==> config.mk <==
export PLATFORM = sky130hd
export DESIGN_NAME = code_fetch_bridge_flat
export DESIGN_NICKNAME = d
export VERILOG_FILES = /design/src/rtl/code_fetch_bridge_if.sv /design/src/rtl/code_fetch_bridge.sv /design/src/flat_wrapper.sv
export SDC_FILE = /design/constraint.sdc
export NUM_CORES = 1
export LEC_CHECK = 0
export CAP_MARGIN = 20
export CORE_UTILIZATION = 47
export CTS_BUF_LIST = sky130_fd_sc_hd__clkbuf_4 sky130_fd_sc_hd__clkbuf_8
export DETAILED_ROUTE_END_ITERATION = 7
export GPL_ROUTABILITY_DRIVEN = 0
export PLACE_DENSITY_LB_ADDON = 0.25
export SLEW_MARGIN = 10
export SYNTH_ARGS = -nofsm -noshare
export SYNTH_HDL_FRONTEND = slang
export SYNTH_SLANG_ARGS = --single-unit
==> constraint.sdc <==
create_clock -name clk -period 3.05 [get_ports clk]
set_input_delay 0.305 -clock clk [delete_from_list [all_inputs] [get_ports clk]]
set_output_delay 0.305 -clock clk [all_outputs]
set_load 0.05 [all_outputs]
==> src/rtl/code_fetch_bridge_if.sv <==
// Instruction-cache line-fill port: word read requests toward the code fetch bridge.
// The icache is the master, the bridge is the slave.
interface code_fetch_bridge_if #(
   parameter int ADDRLEN = 24
);
   logic                 code_rd;
   logic [ADDRLEN-3:0]   code_addr;
   logic                 code_valid;
   logic [31:0]          code_data;

   modport master (
      output code_rd,
      output code_addr,
      input  code_valid,
      input  code_data
   );

   modport slave (
      input  code_rd,
      input  code_addr,
      output code_valid,
      output code_data
   );
endinterface

==> src/rtl/code_fetch_bridge.sv <==
// Serves icache word reads as four little-endian byte reads from a byte-wide
// code memory with programmable wait states per byte access.
module code_fetch_bridge #(
   parameter int ADDRLEN = 24
) (
   input  logic                clk,
   input  logic                rst,
   code_fetch_bridge_if.slave  code,
   input  logic [3:0]          wait_cfg,
   output logic                mem_cs,
   output logic [ADDRLEN-1:0]  mem_addr,
   input  logic [7:0]          mem_rdata,
   output logic                busy,
   output logic [15:0]         word_count
);

   typedef enum logic [1:0] {
      IDLE,
      RD,
      VALID
   } state_t;

   state_t              state;
   logic [ADDRLEN-3:0]  waddr;
   logic [3:0]          wcfg;
   logic [3:0]          wcnt;
   logic [1:0]          byte_idx;
   logic                code_valid_q;
   logic [31:0]         code_data_q;

   assign code.code_valid = code_valid_q;
   assign code.code_data  = code_data_q;

   // NOTE: every register here is state, so all assignments are non-blocking;
   // a blocking write would let later statements see the new value in the same cycle.
   always_ff @(posedge clk or posedge rst) begin
      if (rst) begin
         state        <= IDLE;
         waddr        <= '0;
         wcfg         <= '0;
         wcnt         <= '0;
         byte_idx     <= '0;
         code_valid_q <= 1'b0;
         code_data_q  <= '0;
         mem_cs       <= 1'b0;
         mem_addr     <= '0;
         busy         <= 1'b0;
         word_count   <= '0;
      end else begin
         case (state)
            IDLE: begin
               mem_cs <= 1'b0;
               if (code.code_rd) begin
                  waddr    <= code.code_addr;
                  wcfg     <= wait_cfg;
                  wcnt     <= wait_cfg;
                  byte_idx <= 2'd0;
                  mem_cs   <= 1'b1;
                  mem_addr <= {code.code_addr, 2'b00};
                  busy     <= 1'b1;
                  state    <= RD;
               end
            end

            RD: begin
               if (!code.code_rd) begin
                  // Abort: partial bytes stay in code_data, no delivery is counted.
                  mem_cs <= 1'b0;
                  busy   <= 1'b0;
                  state  <= IDLE;
               end else if (wcnt != 4'd0) begin
                  wcnt <= wcnt - 4'd1;
               end else begin
                  code_data_q[{byte_idx, 3'b000} +: 8] <= mem_rdata;
                  if (byte_idx == 2'd3) begin
                     mem_cs       <= 1'b0;
                     code_valid_q <= 1'b1;
                     if (word_count != 16'hFFFF) begin
                        word_count <= word_count + 16'd1;
                     end
                     state <= VALID;
                  end else begin
                     byte_idx <= byte_idx + 2'd1;
                     wcnt     <= wcfg;
                     mem_addr <= {waddr, byte_idx + 2'd1};
                  end
               end
            end

            VALID: begin
               // Returning through IDLE gives the icache one edge to advance code_addr.
               code_valid_q <= 1'b0;
               busy         <= 1'b0;
               state        <= IDLE;
            end

            default: begin
               code_valid_q <= 1'b0;
               mem_cs       <= 1'b0;
               busy         <= 1'b0;
               state        <= IDLE;
            end
         endcase
      end
   end

endmodule

==> src/flat_wrapper.sv <==
// flat-port wrapper written by rule: the top's interface ports become plain ports
module code_fetch_bridge_flat 
#(
   parameter int ADDRLEN = 24
)
  (clk, rst, wait_cfg, mem_cs, mem_addr, mem_rdata, busy, word_count, code_code_rd, code_code_addr, code_code_valid, code_code_data);
  code_fetch_bridge_if #(.ADDRLEN(ADDRLEN)) code_i ();
  input  logic clk;
  input  logic rst;
  input  logic [3:0] wait_cfg;
  output logic mem_cs;
  output logic [ADDRLEN-1:0] mem_addr;
  input  logic [7:0] mem_rdata;
  output logic busy;
  output logic [15:0] word_count;
  input wire logic [$bits(code_i.code_rd)-1:0] code_code_rd;
  input wire logic [$bits(code_i.code_addr)-1:0] code_code_addr;
  output wire logic [$bits(code_i.code_valid)-1:0] code_code_valid;
  output wire logic [$bits(code_i.code_data)-1:0] code_code_data;
  assign code_i.code_rd = code_code_rd;
  assign code_i.code_addr = code_code_addr;
  assign code_code_valid = code_i.code_valid;
  assign code_code_data = code_i.code_data;
  code_fetch_bridge #(.ADDRLEN(ADDRLEN)) u_core (.clk(clk), .rst(rst), .code(code_i), .wait_cfg(wait_cfg), .mem_cs(mem_cs), .mem_addr(mem_addr), .mem_rdata(mem_rdata), .busy(busy), .word_count(word_count));
endmodule
==> impl_metrics.csv, run 1 <==
group,metric,value,unit
floorplanning,placeableCoreArea,9820,um2
power,p_leak,2.70,nW
critical_path,critical_path_class,"flop to flop",
grt,antenna_violations_before_repair,0,
clock_network,clock_tree_from_tritoncts,"yes",
yosys,ys_warn_count,0,
clock_network,clkSlewWorstSetupHoldPaths,0.10,ns
critical_path,cp-start-kind,"flop",
critical_path,worst_path_largest_cell_delay,0.66,ns
yosys,fraction_of_the_yosys_area_taken_by_sequential_cells,0.562,
critical_path,worst_path_dominant_cell_family,"simple AND/OR/NAND/NOR gates",
floorplanning,initial_utilization,0.486,
sta,fin_tns_setup,0,ns
status,outcome,"finished clean",
power,share_clk_of_total_power,0.254,
critical_path,r2r_slack,0.42,ns
critical_path,timing.critical_path.buf_inv,1,
yosys,synth_area,4770,um2
grt,global_route_wire_length_before_repair,17400,um
placed_design,post-dp-hpwl,7120,um
routing,route.detailed.vias_per_inst,5.24,
cells_and_area,syn2layout_area_growth,31.0,%
yosys,synthesis.area_per_instance,9.98,um2
sta,final-max-slew-violation-count,0,
critical_path,path_cells,"inv_1 -> ha_1 -> or3b_1 -> or4_1 -> nor3_1 -> mux2_2",
yosys,netlist-cell-type-count,39,
run,drv.max_cap_violation_count,0,
grt,globalRouteOverflowTotal,0,
yosys,instance_count_of_the_mapped_netlist,478,
yosys,synth.net_count,523,
clock_network,clock_tree.htree_level_count,3,
power,power.sequential.fraction,0.451,
sta,worst_pin_slew,0.898,ns
sta,finalHoldViolCount,0,
critical_path,worst-endpoint-required,3.30,ns
grt,number_of_global_route_vias_before_repair,3587,
sta,maxClockFrequency,380,MHz
critical_path,crit_slowest_cell,"sky130_fd_sc_hd__or4_1",
power,power.density,613,nW/um2
clock_network,cts.sinks,107,
sta,final-setup-viol-count,0,
clock_network,cts_buf_count,9,
power,power_frac_comb,0.295,
yosys,synth.ff_latch_count,107,
sta,grt_setup_unrepaired,"false",
power,internal-power,2.51,mW
cells_and_area,final_nets,626,
floorplanning,ioPinCount,112,
routing,ant_nets,0,
clock_network,ctsRootBufferMaster,"sky130_fd_sc_hd__clkbuf_8",
power,switching_power,1.32,mW
sta,final_period_minus_worst_setup_slack,2.63,ns
floorplanning,std_cell_rows,36,
floorplanning,die_h,103,um
power,netSwitchingFraction,0.344,
placed_design,placedCellCount,703,
sta,finalClockSkew,0.0131,ns
floorplanning,die_w,103,um
clock_network,cts_hold_buf,0,
routing,drc_errors,0,
sta,layout_worst_path_cycle_share,0.862,
sta,timing.slew.headroom,0.397,
routing,wire_per_inst,14.6,um
clock_network,clock_path_buffers,2,
grt,grt_util_all_layers,0.213,
grt,grt_max_degree,108,
cells_and_area,instances_no_fill,719,
critical_path,worst_ep_arrival_time,2.88,ns
routing,route.vias.total,3769,
routing,wirelength,10500,um
min_path,hp-class,"input pin to asynchronous set/reset pin",
placed_design,buffer_ports.inserted,111,
critical_path,crit_fanout,9,
cells_and_area,finished_core_util,0.636,
clock_network,post_cts_resized,0,
clock_network,setup_repair_bufs_after_cts,0,
routing,drt_pass1_iterations,4,
clock_network,skew_pair_late_insertion_delay,0.36,ns
critical_path,setup.worst_path.end_class,"flop",
cells_and_area,drive_above_1_share,0.0973,
floorplanning,design.die.area,10600,um2
routing,detail_route.iter0.violations,136,
power,ir_drop,0.353,mV
cells_and_area,antenna_cells,0,
==> layer usage <==
| metal | global-route usage | wire [um] |
|---|---|---|
| met1 | 0.281 | 4880 |
| met2 | 0.340 | 4950 |
| met3 | 0.0529 | 552 |
| met4 | 0.0846 | 155 |
| met5 | 0 | 0 |
==> cells by family (layout without fill, tap and decap cells) <==
kind of cell,count (synthesis),count (layout),synth area share
AO/OA/AOI/OAI,76,76,0.0905
XOR/XNOR,13,13,0.0239
adder cells (fa/ha/maj),8,8,0.0210
buffers and inverters,67,175,0.0538
flip-flops,107,107,0.562
multiplexers,29,29,0.0682
AND/OR/NAND/NOR,178,178,0.181
==> tightest hold or removal path: stages <==
cell                              delay, ns
sky130_fd_sc_hd__clkdlybuf4s50_1       0.44
sky130_fd_sc_hd__clkinvlp_4            0.10
sky130_fd_sc_hd__buf_12                0.42
==> cell usage after synthesis <==
library cell	count	share of area
sky130_fd_sc_hd__dfrtp_1	107	0.56
sky130_fd_sc_hd__nand2_1	54	0.043
sky130_fd_sc_hd__nand3_1	43	0.045
sky130_fd_sc_hd__inv_1	42	0.033
sky130_fd_sc_hd__o21ai_0	40	0.042
sky130_fd_sc_hd__nor2_1	36	0.028
sky130_fd_sc_hd__mux2_2	27	0.064
sky130_fd_sc_hd__a31oi_1	23	0.030
sky130_fd_sc_hd__clkbuf_1	21	0.017
sky130_fd_sc_hd__nor3_1	9	0.0094
sky130_fd_sc_hd__ha_1	8	0.021
sky130_fd_sc_hd__xnor2_1	8	0.015
sky130_fd_sc_hd__nor4_1	7	0.0092
sky130_fd_sc_hd__a21oi_1	6	0.0063
sky130_fd_sc_hd__xor2_1	5	0.0092
sky130_fd_sc_hd__and3_1	4	0.0052
sky130_fd_sc_hd__and4_1	4	0.0073
sky130_fd_sc_hd__buf_2	4	0.0042
sky130_fd_sc_hd__nand2b_1	3	0.0039
sky130_fd_sc_hd__or4_1	3	0.0047
sky130_fd_sc_hd__a211oi_1	2	0.0031
sky130_fd_sc_hd__nand4_1	2	0.0026
sky130_fd_sc_hd__nand4b_1	2	0.0037
sky130_fd_sc_hd__nor2b_1	2	0.0026
sky130_fd_sc_hd__nor4b_1	2	0.0037
sky130_fd_sc_hd__a21oi_2	1	0.0018
sky130_fd_sc_hd__a221oi_1	1	0.0018
sky130_fd_sc_hd__and2_1	1	0.0013
sky130_fd_sc_hd__mux2_1	1	0.0024
sky130_fd_sc_hd__mux2i_1	1	0.0021
sky130_fd_sc_hd__nand4_2	1	0.0026
sky130_fd_sc_hd__nor3b_1	1	0.0016
sky130_fd_sc_hd__o22ai_1	1	0.0013
sky130_fd_sc_hd__o311ai_0	1	0.0018
sky130_fd_sc_hd__o31a_2	1	0.0021
sky130_fd_sc_hd__or3_1	1	0.0013
sky130_fd_sc_hd__or3b_1	1	0.0018
sky130_fd_sc_hd__or4_2	1	0.0018
sky130_fd_sc_hd__or4b_2	1	0.0021
==> power groups by stage <==
| stage | clock network [mW] | logic [mW] | registers, mW |
|---|---|---|---|
| floorplan | 0 | 0.278 | 2.20 |
| global placement | 0 | 1.12 | 1.75 |
| detailed placement | 0 | 1.14 | 1.76 |
| CTS | 1.00 | 1.14 | 1.73 |
| global route | 1.06 | 1.21 | 1.75 |
| finish | 0.972 | 1.13 | 1.73 |
==> metrics by stage <==
step / total power [mW] / cell area, um2 / worst slack, ns / hold slack [ns]
floorplan: 2.48 / 4770 / 0.646 / 0.444
global placement: 2.87 / 6020 / 0.521 / 0.487
detailed placement: 2.89 / 6020 / 0.451 / 0.496
CTS: 3.87 / 6250 / 0.428 / 0.477
global route: 4.01 / 6250 / 0.257 / 0.515
finish: 3.83 / 6250 / 0.421 / 0.441
==> sequential cells by signal, indices dropped and copies added (netlist names) <==
name	flops
u_core.state	2
u_core.busy	1
u_core.wcfg	4
u_core.mem_cs	1
u_core.wcnt	4
u_core.code.code_valid	1
u_core.waddr	22
u_core.code.code_data	32
u_core.word_count	16
u_core.mem_addr	24
==> path summary, 6_finish.rpt <==
kind | cells after the start | start | endpoint
worst max-delay path | 6 | u_core.wcnt[0] | u_core.word_count[14]
worst min-delay path | 3 | rst | u_core.code.code_data[20]
worst max register to register | 6 | u_core.wcnt[0] | u_core.word_count[14]
worst min register to register | 1 | u_core.word_count[9] | u_core.word_count[9]
max in group asynchronous | 3 | rst | u_core.waddr[10]
min in group clk | 1 | u_core.word_count[9] | u_core.word_count[9]
==> cell usage in the layout, fill, tap and decap left out, drive strengths merged, types with 2 or more instances in the layout <==
cell type	n
xnor2	8
or4	4
xor2	5
nor4b	2
and4	4
nand3	43
nand2	54
nand4	3
o21ai	40
clkdlybuf4s50	111
bufinv	2
nor2	36
mux2	28
nor4	7
clkinv	2
dfrtp	107
nor3	9
a21oi	7
nand2b	3
buf	6
and3	4
ha	8
a211oi	2
nor2b	2
a31oi	23
clkbuf	12
inv	41
nand4b	2
==> final cells by class <==
cell class | instances | area, um2
Multi-Input combinational cell | 304 | 1850
Sequential cell | 107 | 2680
Inverter | 42 | 161
Fill cell | 840 | 3570
Timing Repair Buffer | 117 | 1170
Clock inverter | 4 | 73.8
Tap cell | 133 | 166
Clock buffer | 12 | 153
Power figures use the tool's default switching activity.
==> inputs of run 2 (changes only) <==
CORE_UTILIZATION = 35   (was 47)
==> run 2 against run 1 <==
- routed wire length increased by 6.0%
- count of clock-buffer cells in the layout decreased by 2
- critical path type unchanged
- maximum frequency shrank 0.86%
- critical path depth unchanged
==> impl_metrics.csv, run 2 (same netlist as run 1, synthesis figures left out) <==
group,metric,value,unit
cells_and_area,most_frequent_cells_in_the_layout,"sky130_fd_sc_hd__clkdlybuf4s50_1 (111), sky130_fd_sc_hd__dfrtp_1 (107), sky130_fd_sc_hd__nand2_1 (54), sky130_fd_sc_hd__nand3_1 (43), sky130_fd_sc_hd__inv_1 (41)",
routing,ant_nets,0,
critical_path,worstReg2RegEnd,"u_core.word_count[14]",
sta,finalHoldViolCount,0,
sta,final-setup-viol-count,0,
cells_and_area,drive_above_1_share,0.0973,
critical_path,path_depth,6,
grt,grt_util_all_layers,0.170,
cells_and_area,largest_register_ff_count,32,
critical_path,rr_worst_depth,6,
sta,finalClockSkew,0.00857,ns
status,outcome,"finished clean",
cells_and_area,final_nets,627,
critical_path,cp-start-kind,"flop",
critical_path,worst-endpoint-required,3.33,ns
clock_network,skew_pair_late_insertion_delay,0.38,ns
routing,wirelength,11200,um
power,p_leak,2.67,nW
critical_path,worst_ep_arrival_time,2.93,ns
clock_network,cts.sinks,107,
clock_network,clkSlewWorstSetupHoldPaths,0.10,ns
sta,final-max-slew-violation-count,0,
floorplanning,design.die.area,14100,um2
critical_path,crit_slowest_cell,"sky130_fd_sc_hd__or4_1",
sta,post-route-worst-setup-slack,0.398,ns
floorplanning,placeableCoreArea,13200,um2
placed_design,buffer_ports.inserted,111,
routing,route.detailed.vias_per_inst,4.89,
critical_path,crit_fanout,9,
sta,fin_tns_setup,0,ns
clock_network,cts_hold_buf,0,
sta,timing.slew.headroom,0.440,
clock_network,setup_repair_bufs_after_cts,0,
critical_path,timing.critical_path.buf_inv,1,
power,report.power.total,3.66,mW
floorplanning,initial_utilization,0.360,
critical_path,setup.worst_path.end_class,"flop",
routing,drt_pass1_iterations,4,
grt,grt.met1_usage,0.225,
sta,maxClockFrequency,377,MHz
routing,route.vias.total,3729,
grt,grt_most_used_layer,"met2",
grt,grt_max_degree,108,
routing,detail_route.iter0.violations,241,
critical_path,r2r_slack,0.40,ns
power,ir_drop,0.368,mV
cells_and_area,layout.cells.most_common,"sky130_fd_sc_hd__clkdlybuf4s50_1",
run,drv.max_cap_violation_count,0,
placed_design,post-place-ws,0.409,ns
sta,worst_pin_slew,0.833,ns
sta,final_period_minus_worst_setup_slack,2.65,ns
critical_path,path_cells,"inv_1 -> ha_1 -> or3b_1 -> or4_1 -> nor3_1 -> mux2_2",
critical_path,start_point_of_the_critical_path,"u_core.wcnt[0]",
clock_network,post_cts_resized,0,
critical_path,crit-reg2reg-launch,"u_core.wcnt[0]",
cells_and_area,instances_no_fill,762,
clock_network,clock_tree_from_tritoncts,"yes",
cells_and_area,antenna_cells,0,
clock_network,ctsRootBufferMaster,"sky130_fd_sc_hd__clkbuf_8",
routing,drc_errors,0,
critical_path,critPathCapture,"u_core.word_count[14]",
critical_path,critical_path_class,"flop to flop",
grt,globalRouteOverflowTotal,0,
routing,wire_per_inst,14.7,um
clock_network,clock_path_buffers,2,
sta,layout_worst_path_cycle_share,0.870,
floorplanning,die_w,119,um
sta,grt_setup_unrepaired,"false",
grt,grt_use_met3,0.0497,
min_path,hp-class,"input pin to asynchronous set/reset pin",
floorplanning,ioPinCount,112,
placed_design,post-dp-hpwl,7590,um
placed_design,placedCellCount,747,
critical_path,worst_path_largest_cell_delay,0.67,ns
clock_network,cts_buf_count,9,
grt,number_of_global_route_vias_before_repair,3724,
grt,grt_use_met2,0.265,
critical_path,worst_path_dominant_cell_family,"simple AND/OR/NAND/NOR gates",
grt,antenna_violations_before_repair,0,
power,power.density,584,nW/um2
grt,global_route_wire_length_before_repair,18800,um
floorplanning,die_h,119,um
cells_and_area,syn2layout_area_growth,31.3,%
clock_network,clock_tree.htree_level_count,3,
floorplanning,std_cell_rows,42,
run 2: final cells by class:
class,count,area [um2]
Fill cell,1264,6980
Sequential cell,107,2680
Multi-Input combinational cell,304,1850
Timing Repair Buffer,118,1190
Tap cell,176,220
Inverter,42,161
Clock buffer,10,138
Clock inverter,5,30.0
run 2: power by group:
part	leakage [nW]	switching, mW	internal (mW)
combinational	1.39	0.726	0.405
clock	0.0839	0.477	0.311
sequential	1.20	0.132	1.61
run 2: how the worst min path moves through the flow:
stage                                  from                        end
after floorplan                mem_rdata[0]   u_core.code.code_data[0]
after global placement      u_core.waddr[4]            u_core.waddr[4]
after detailed placement   u_core.waddr[16]           u_core.waddr[16]
after CTS                               rst      u_core.word_count[15]
after global routing      code_code_addr[2]         u_core.mem_addr[4]
final                                   rst  u_core.code.code_data[20]
run 2: routing by layer:
metal / share of wire / up-vias
met4: 0.014 / 0
met1: 0.46 / 1797
met3: 0.058 / 11
met2: 0.47 / 88
met5: 0 / -
li1: - / 1833
run 2: through the flow:
| stage | hold WS, ns | cell area [um2] | utilization |
|---|---|---|---|
| after floorplan | 0.444 | 4770 | - |
| after global placement | 0.488 | 6090 | 0.460 |
| after detailed placement | 0.496 | 6090 | 0.460 |
| after CTS | 0.452 | 6260 | 0.473 |
| after global routing | 0.489 | 6260 | 0.473 |
| final | 0.440 | 6260 | 0.473 |
run 2: tightest hold or removal path: cells and delay by family:
family,cells,cell delay (ns)
buffers and inverters,3,0.98
